**src/rtl/eq_band_scheduler.sv**
```systemverilog
`default_nettype none
// +----------------------------------------------------------------------------+
// | eq_band_scheduler: per-sample delay-line write and 8-band x 64-tap MAC     |
// | sequencer. Optional macro EQ_SCHED_OVERRUN_EN adds a sticky overrun flag.  |
// | Revision 1.0                                                               |
// +----------------------------------------------------------------------------+
module eq_band_scheduler #(
   parameter int NUM_BANDS = 8,
   parameter int TAP_BITS  = 6,
   parameter int DATA_W    = 16
) (
   input  logic                clk,
   input  logic                rst,
   input  logic [DATA_W-1:0]   sample_in,
   input  logic                sample_valid,
   output logic                sample_ready,
   output logic                wr_en,
   output logic [TAP_BITS-1:0] wr_ptr,
   output logic [DATA_W-1:0]   wr_data,
   output logic [TAP_BITS-1:0] tap_idx,
   output logic [TAP_BITS-1:0] smp_addr,
   output logic [2:0]          band_sel,
   output logic                mac_clr,
   output logic                mac_en,
   output logic                band_done,
   output logic                busy,
   output logic                overrun
);
   localparam logic [1:0] c_IDLE  = 2'd0;
   localparam logic [1:0] c_WRITE = 2'd1;
   localparam logic [1:0] c_RUN   = 2'd2;
   localparam logic [1:0] c_DRAIN = 2'd3;

   localparam logic [2:0]          c_LAST_BAND = 3'(NUM_BANDS - 1);
   localparam logic [TAP_BITS-1:0] c_LAST_TAP  = {TAP_BITS{1'b1}};

   logic [1:0]          r_state;
   logic [1:0]          w_state_nxt;
   logic                w_accept;
   logic                w_ready_nxt;
   logic                w_wr_en_nxt;
   logic                w_busy_nxt;
   logic                w_mac_en_nxt;
   logic                w_mac_clr_nxt;
   logic                w_done_nxt;
   logic [TAP_BITS-1:0] w_tap_nxt;
   logic [2:0]          w_band_nxt;

   // sample_ready is high exactly in IDLE, so it doubles as the state gate here
   assign w_accept = sample_valid && sample_ready;
   assign smp_addr = wr_ptr - tap_idx;

   always_ff @(posedge clk) begin
      if (rst) r_state <= c_IDLE;
      else     r_state <= w_state_nxt;
   end

   always_comb begin
      w_state_nxt = r_state;
      case (r_state)
         c_IDLE:  if (w_accept) w_state_nxt = c_WRITE;
         c_WRITE: w_state_nxt = c_RUN;
         c_RUN:   if (tap_idx == c_LAST_TAP) w_state_nxt = c_DRAIN;
         c_DRAIN: w_state_nxt = (band_sel == c_LAST_BAND) ? c_IDLE : c_RUN;
         default: w_state_nxt = c_IDLE;
      endcase
   end

   // Outputs are registered, so decode them from the state being entered
   always_comb begin
      w_ready_nxt  = (w_state_nxt == c_IDLE);
      w_wr_en_nxt  = (w_state_nxt == c_WRITE);
      w_busy_nxt   = (w_state_nxt != c_IDLE);
      w_mac_en_nxt = (w_state_nxt == c_RUN);
      w_done_nxt   = (w_state_nxt == c_DRAIN);
      w_tap_nxt    = tap_idx;
      w_band_nxt   = band_sel;
      case (r_state)
         c_IDLE: begin
            if (w_accept) begin
               w_tap_nxt  = '0;
               w_band_nxt = 3'd0;
            end
         end
         c_RUN:   w_tap_nxt = tap_idx + 1'b1;
         c_DRAIN: begin
            w_tap_nxt = '0;
            if (w_state_nxt == c_RUN) w_band_nxt = band_sel + 3'd1;
         end
         default: ;
      endcase
      w_mac_clr_nxt = (w_state_nxt == c_RUN) && (w_tap_nxt == '0);
   end

   always_ff @(posedge clk) begin
      if (rst) begin
         sample_ready <= 1'b1;
         wr_en        <= 1'b0;
         wr_ptr       <= c_LAST_TAP;
         wr_data      <= '0;
         tap_idx      <= '0;
         band_sel     <= 3'd0;
         mac_clr      <= 1'b0;
         mac_en       <= 1'b0;
         band_done    <= 1'b0;
         busy         <= 1'b0;
      end else begin
         sample_ready <= w_ready_nxt;
         wr_en        <= w_wr_en_nxt;
         tap_idx      <= w_tap_nxt;
         band_sel     <= w_band_nxt;
         mac_clr      <= w_mac_clr_nxt;
         mac_en       <= w_mac_en_nxt;
         band_done    <= w_done_nxt;
         busy         <= w_busy_nxt;
         if (w_accept) begin
            wr_data <= sample_in;
            wr_ptr  <= wr_ptr + 1'b1;
         end
      end
   end

`ifdef EQ_SCHED_OVERRUN_EN
   always_ff @(posedge clk) begin
      if (rst)                                    overrun <= 1'b0;
      else if (sample_valid && r_state != c_IDLE) overrun <= 1'b1;
   end
`else
   assign overrun = 1'b0;
`endif

endmodule
`default_nettype wire

```
**config.mk**
```make
export PLATFORM = sky130hd
export DESIGN_NAME = eq_band_scheduler
export DESIGN_NICKNAME = d
export VERILOG_FILES = /design/src/rtl/eq_band_scheduler.sv
export SDC_FILE = /design/constraint.sdc
export NUM_CORES = 1
export LEC_CHECK = 0
export CAP_MARGIN = 20
export CORE_MARGIN = 2
export CORE_UTILIZATION = 45
export CTS_BUF_LIST = sky130_fd_sc_hd__clkbuf_16
export CTS_CLUSTER_SIZE = 40
export DETAILED_ROUTE_END_ITERATION = 16
export GPL_TIMING_DRIVEN = 1
export HOLD_SLACK_MARGIN = 0.02
export PLACE_DENSITY_LB_ADDON = 0.3
export SYNTH_ARGS = -nofsm -noshare
export SYNTH_HDL_FRONTEND = slang
export SYNTH_SLANG_ARGS = --single-unit
```
**constraint.sdc**
```tcl
create_clock -name clk -period 2.05 [get_ports clk]
set_input_delay 0.41 -clock clk [delete_from_list [all_inputs] [get_ports clk]]
set_output_delay 0.41 -clock clk [all_outputs]
set_load 0.03 [all_outputs]
```
# Word-level counts from Yosys, hierarchy flattened
# Cells that the tools add are included.
# word_totals
register_bits	39
in_bits	19
out_inout_bits	44
wordCells	42
# classes
addsub	4
n_eq_ne	10
n_mux	9
reduce_logical	8
# op_table
cell	n
case mux 6 bit (3 select lines)	1
adder 6 x 1 -> 6 bit (second input constant)	2
equality test 2 bit (second input constant)	4
case mux 2 bit (4 select lines)	1
equality test 6 bit (second input constant)	1
logical NOT 6 bit	1
2-to-1 mux 2 bit	3
2-to-1 mux 3 bit	2
2-to-1 mux 6 bit	1
case mux 3 bit (2 select lines)	1
subtractor 6 bit	1
equality test 2 x 1 -> 1 bit (second input constant)	2
logical NOT 2 bit	2
inequality test 2 bit (second input constant)	2
nonzero test 2 bit	2
adder 3 x 1 -> 3 bit (second input constant)	1
equality test 3 bit (second input constant)	1
AND reduction 3 bit	1
logical AND 1 bit	2

# Depth between registers and ports, before layout
# logic_depth
word_depth	6
mapped_depth	7
mapped_depth_nobuf	7

# Worst setup path before layout
# OpenSTA, ideal clock, no wires.
# synth_timing
path_type	flip-flop to output port
start	register wr_ptr[0]
end	output port smp_addr[4]
t_arrival_ns	2.020
required_time_ns	1.640
setup_slack_ns	-0.380
path_stages_with_launch	7
n_path_buf	0
path_cell_list	dfxtp_1 -> inv_1 -> ha_1 -> fa_1 -> o21ai_0 -> a21oi_1 -> xnor2_1
# synth_between
elab_chain_len	1
# synth_lines
item	line_no	rtl
start: declaration	18	output logic [TAP_BITS-1:0] wr_ptr,
start signal: assignment	99	wr_ptr <= c_LAST_TAP;
start signal: assignment	118	wr_ptr <= wr_ptr + 1'b1;
subtractor 6 bit	51	assign smp_addr = wr_ptr - tap_idx;
end: declaration	21	output logic [TAP_BITS-1:0] smp_addr,
# No other way between the ends.

# Final worst setup path
# layout_timing
start	register tap_idx[1]
end	output port smp_addr[5]
# layout_between
elab_chain_len	1
# layout_lines
item	line_no	rtl
start: declaration	20	output logic [TAP_BITS-1:0] tap_idx,
start signal: assignment	110	tap_idx <= w_tap_nxt;
subtractor 6 bit	51	
# No other way between the ends.

==> run_summary.xml <==
<?xml version="1.0" encoding="UTF-8"?>
<metrics>
  <group name="global_route">
    <metric name="grt_start_max_net_pins" unit="">27</metric>
    <metric name="first_global_vias" unit="">1742</metric>
    <metric name="grt_antenna_before_repair" unit="">0</metric>
    <metric name="grt_total_ovfl" unit="">0</metric>
    <metric name="grtUsageTotal" unit="%">22.2</metric>
    <metric name="grt_first_pass_wirelength" unit="mm">7.65</metric>
  </group>
  <group name="yosys">
    <metric name="postSynthAreaPerCell" unit="µm²">8.51</metric>
    <metric name="synth-warning-count" unit="">0</metric>
    <metric name="synth_ff_type" unit="">dfxtp_1</metric>
    <metric name="count_of_flip_flops_with_a_built_in_enable_after_synthesis" unit="">0</metric>
    <metric name="synthCells" unit="">214</metric>
    <metric name="synth.net_count" unit="">243</metric>
    <metric name="ys_ff_latch" unit="">39</metric>
    <metric name="synth_cell_types" unit="">40</metric>
    <metric name="mappedNetlistArea" unit="mm²">0.00182</metric>
    <metric name="synthArstFlopShare" unit="%">0</metric>
    <metric name="ys_seq_area_share" unit="%">42.9</metric>
  </group>
  <group name="clocking">
    <metric name="clock-sinks" unit="">39</metric>
    <metric name="ctsLongestPathBuffers" unit="">2</metric>
    <metric name="clock_tree.root_cell" unit="">clkbuf_16</metric>
    <metric name="cts-buffers-inserted" unit="">5</metric>
    <metric name="clk-insertion-delay-late" unit="ns">0.28</metric>
    <metric name="cts_tree" unit="">done</metric>
    <metric name="holdBufCountCts" unit="">0</metric>
    <metric name="clkTransAtPathRegs" unit="ns">0.06</metric>
    <metric name="ctsHtreeMaxLevel" unit="">2</metric>
  </group>
  <group name="placed_design">
    <metric name="io_buffers" unit="">61</metric>
    <metric name="place.gp.congestion" unit="">0.848</metric>
    <metric name="dpl.cell_count" unit="">339</metric>
    <metric name="dpl-instance-area" unit="mm²">0.00265</metric>
    <metric name="dp.final_hpwl" unit="mm">3.20</metric>
  </group>
  <group name="die">
    <metric name="dieArea" unit="mm²">0.00457</metric>
    <metric name="die_boundary_width" unit="µm">67.6</metric>
    <metric name="core" unit="mm²">0.00394</metric>
    <metric name="floorplan.rows" unit="">23</metric>
    <metric name="floorplan.initialDensity" unit="%">46.2</metric>
    <metric name="die_h" unit="µm">67.6</metric>
    <metric name="pin_count" unit="">63</metric>
  </group>
  <group name="critical_path">
    <metric name="critical_path_arrival" unit="ns">1.85</metric>
    <metric name="path_delay_family" unit="">compound AO/OA/AOI/OAI gates</metric>
    <metric name="timing.critical_path.slowest_cell_delay" unit="ns">0.37</metric>
    <metric name="worst_setup_path_end_kind" unit="">primary output</metric>
    <metric name="crit_slowest_cell" unit="">dfxtp_4</metric>
    <metric name="timing.critical_path.cells" unit="">inv_4 &gt; ha_4 &gt; nor2b_4 &gt; o21ai_2 &gt; a21boi_2 &gt; nor4_1 &gt; a311o_2 &gt; buf_6</metric>
    <metric name="critical_path_class" unit="">flip-flop to primary output</metric>
    <metric name="critical_path_peak_fanout" unit="">3</metric>
    <metric name="worst_setup_path_start_kind" unit="">flip-flop</metric>
    <metric name="crit_buf_inv" unit="">2</metric>
    <metric name="data_required_time_of_the_critical_path" unit="ns">1.64</metric>
  </group>
  <group name="hold_path">
    <metric name="min_path_type" unit="">flip-flop to flip-flop</metric>
  </group>
  <group name="sta">
    <metric name="min_period" unit="ns">2.26</metric>
    <metric name="setup_repair_after_global_routing_missed_its_margin" unit="">true</metric>
    <metric name="finalHoldViolations" unit="">0</metric>
    <metric name="timing.final.setup_violations" unit="">3</metric>
    <metric name="clock-skew-final" unit="ns">0.00354</metric>
    <metric name="final-max-slew-violation-count" unit="">0</metric>
    <metric name="timing.max_slew.rel_slack" unit="%">64.3</metric>
    <metric name="fmax" unit="MHz">443</metric>
    <metric name="worst_case_hold_slack" unit="ns">0.452</metric>
    <metric name="setup_slack" unit="ns">-0.210</metric>
    <metric name="final_critical_path_share_of_the_clock_period" unit="%">110</metric>
    <metric name="worst_tran_pin_value" unit="ns">0.535</metric>
  </group>
  <group name="power">
    <metric name="irDropWorstVdd" unit="mV">0.567</metric>
    <metric name="leakage" unit="nW">1.16</metric>
    <metric name="total_design_power" unit="mW">2.53</metric>
    <metric name="net_switching_power" unit="µW">777</metric>
    <metric name="power_density" unit="mW/mm²">871</metric>
    <metric name="switching_share" unit="%">30.7</metric>
    <metric name="share_clk_of_total_power" unit="%">34.5</metric>
    <metric name="internal_power" unit="mW">1.75</metric>
    <metric name="pwr-share-comb" unit="%">31.4</metric>
    <metric name="power_frac_seq" unit="%">34.1</metric>
  </group>
  <group name="cells_and_area">
    <metric name="post-route-cell-area" unit="mm²">0.00291</metric>
    <metric name="diode_count" unit="">0</metric>
    <metric name="drive_gt1_share" unit="%">22.5</metric>
    <metric name="layout_area_overhead" unit="%">59.6</metric>
    <metric name="layout.filler_cells" unit="">297</metric>
    <metric name="multi_input_area" unit="mm²">0.00102</metric>
    <metric name="layout.nets" unit="">326</metric>
    <metric name="post_layout_nonfiller_instances" unit="">348</metric>
    <metric name="mostFrequentLayoutCell" unit="">clkdlybuf4s50_1</metric>
    <metric name="layout.cells.most_common_list" unit="">clkdlybuf4s50_1 (56), nand2_1 (41), dfxtp_1 (32)</metric>
    <metric name="area.sequential" unit="µm²">797</metric>
  </group>
  <group name="flow_run">
    <metric name="number_of_max_cap_violations" unit="">0</metric>
  </group>
  <group name="route">
    <metric name="drtAntennaViolNets" unit="">0</metric>
    <metric name="routedWlPerCell" unit="µm">13.3</metric>
    <metric name="drt-initial-drc-count" unit="">99</metric>
    <metric name="ratio_of_routed_vias_to_standard_cells" unit="">5.11</metric>
    <metric name="drt_wl_total" unit="mm">4.61</metric>
    <metric name="total_vias_in_the_final_route" unit="">1780</metric>
    <metric name="firstDrtPassIters" unit="">4</metric>
    <metric name="drc" unit="">0</metric>
  </group>
  <group name="outcome">
    <metric name="failed_checks" unit="">setup timing</metric>
    <metric name="outcome" unit="">complete, but fails checks</metric>
  </group>
</metrics>
[power by group through the flow]
| stage | logic [mW] | clock network, mW | registers, mW |
|---|---|---|---|
| 2_1_floorplan | 0.321 | 0 | 0.992 |
| 3_3_place_gp | 0.736 | 0 | 0.873 |
| 3_5_place_dp | 0.746 | 0 | 0.876 |
| 4_1_cts | 0.787 | 0.886 | 0.863 |
| 5_1_grt | 0.855 | 0.923 | 0.871 |
| 6_report | 0.794 | 0.872 | 0.863 |
[layout make-up]
class | count | area share (%)
repair buffers | 87 | 28.1
inverters | 11 | 1.51
clock buffers | 5 | 4.31
flip-flops and latches | 39 | 27.4
multi-input cells | 153 | 35.0
clock inverters | 3 | 1.51
well taps | 50 | 2.15
[sequential cells by signal, indices dropped and copies added, names as in the netlist, 2 cells and up]
| name | cells |
|---|---|
| wr_data | 16 |
| tap_idx | 6 |
| wr_ptr | 6 |
| band_sel | 3 |
| r_state | 2 |
[layer usage]
layer	vias up	GRT usage, %	share of wire, %
met3	14	8.83	7.8
met2	63	35.2	48
met4	0	9.69	2.2
met5	-	0	0
li1	887	-	-
met1	816	26.5	42
[worst reg2reg max path, delay by kind of cell (launching register included)]
family | cells | cell delay (ns)
and+or+nand+nor | 4 | 0.68
buffers and inverters | 1 | 0.16
DFF | 1 | 0.36
AOI/OAI and AO/OA | 1 | 0.21
adders and majority gates | 1 | 0.22
[timing repair]
| item | CTS | global route |
|---|---|---|
| gates resized for setup | 30 | 4 |
| pin swaps | 10 | 3 |
| buffers inserted | 1 | 0 |
| hold endpoints to repair | 0 | 0 |
| cloned | 0 | 0 |
| endpoints found under the setup margin | 6 | 4 |
[path summary, 6_finish.rpt]
path	start	end	slack (ns)	cells past startpoint
worst max-delay path	tap_idx[1]	smp_addr[5]	-0.21	8
worst min-delay path	wr_data[15]	wr_data[15]	0.45	2
worst max register to register	tap_idx[1]	busy	0.31	7
worst min register to register	wr_data[15]	wr_data[15]	0.45	2
[per-stage QoR]
step           utilization (%)  TNS [ns]  worst slack (ns)
2_1_floorplan                -         0          0.000645
3_3_place_gp              67.2    -0.594            -0.437
3_5_place_dp              67.2    -0.707            -0.505
4_1_cts                   73.5    -0.448            -0.191
5_1_grt                   73.7    -0.634            -0.280
6_report                  73.7    -0.453            -0.210
[cell usage after synthesis, types with 3 or more instances]
master	count	area, µm²
nand2b_1	5	31.3
nand4_1	5	31.3
nand3b_1	3	22.5
nor2_1	10	37.5
xor2_1	5	43.8
ha_1	9	113
xnor2_1	6	52.6
clkbuf_1	5	18.8
a21oi_1	23	115
nand2_1	41	154
nand3_1	4	20.0
buf_2	5	25.0
o21ai_0	4	20.0
dfxtp_1	39	781
inv_1	11	41.3
nor2b_1	5	31.3
[cell families (layout without fill, tap and decap cells)]
kind of cell | after synthesis | in the layout | synth area share [%]
adder cells (fa/ha/maj) | 10 | 10 | 7.29
flip-flops | 39 | 39 | 42.9
AND/OR/NAND/NOR | 87 | 87 | 23.3
other | 1 | 1 | 0.206
buffers and inverters | 22 | 106 | 5.09
AO/OA/AOI/OAI | 44 | 44 | 15.9
XOR/XNOR | 11 | 11 | 5.29
(Power assumes the default switching activity.)
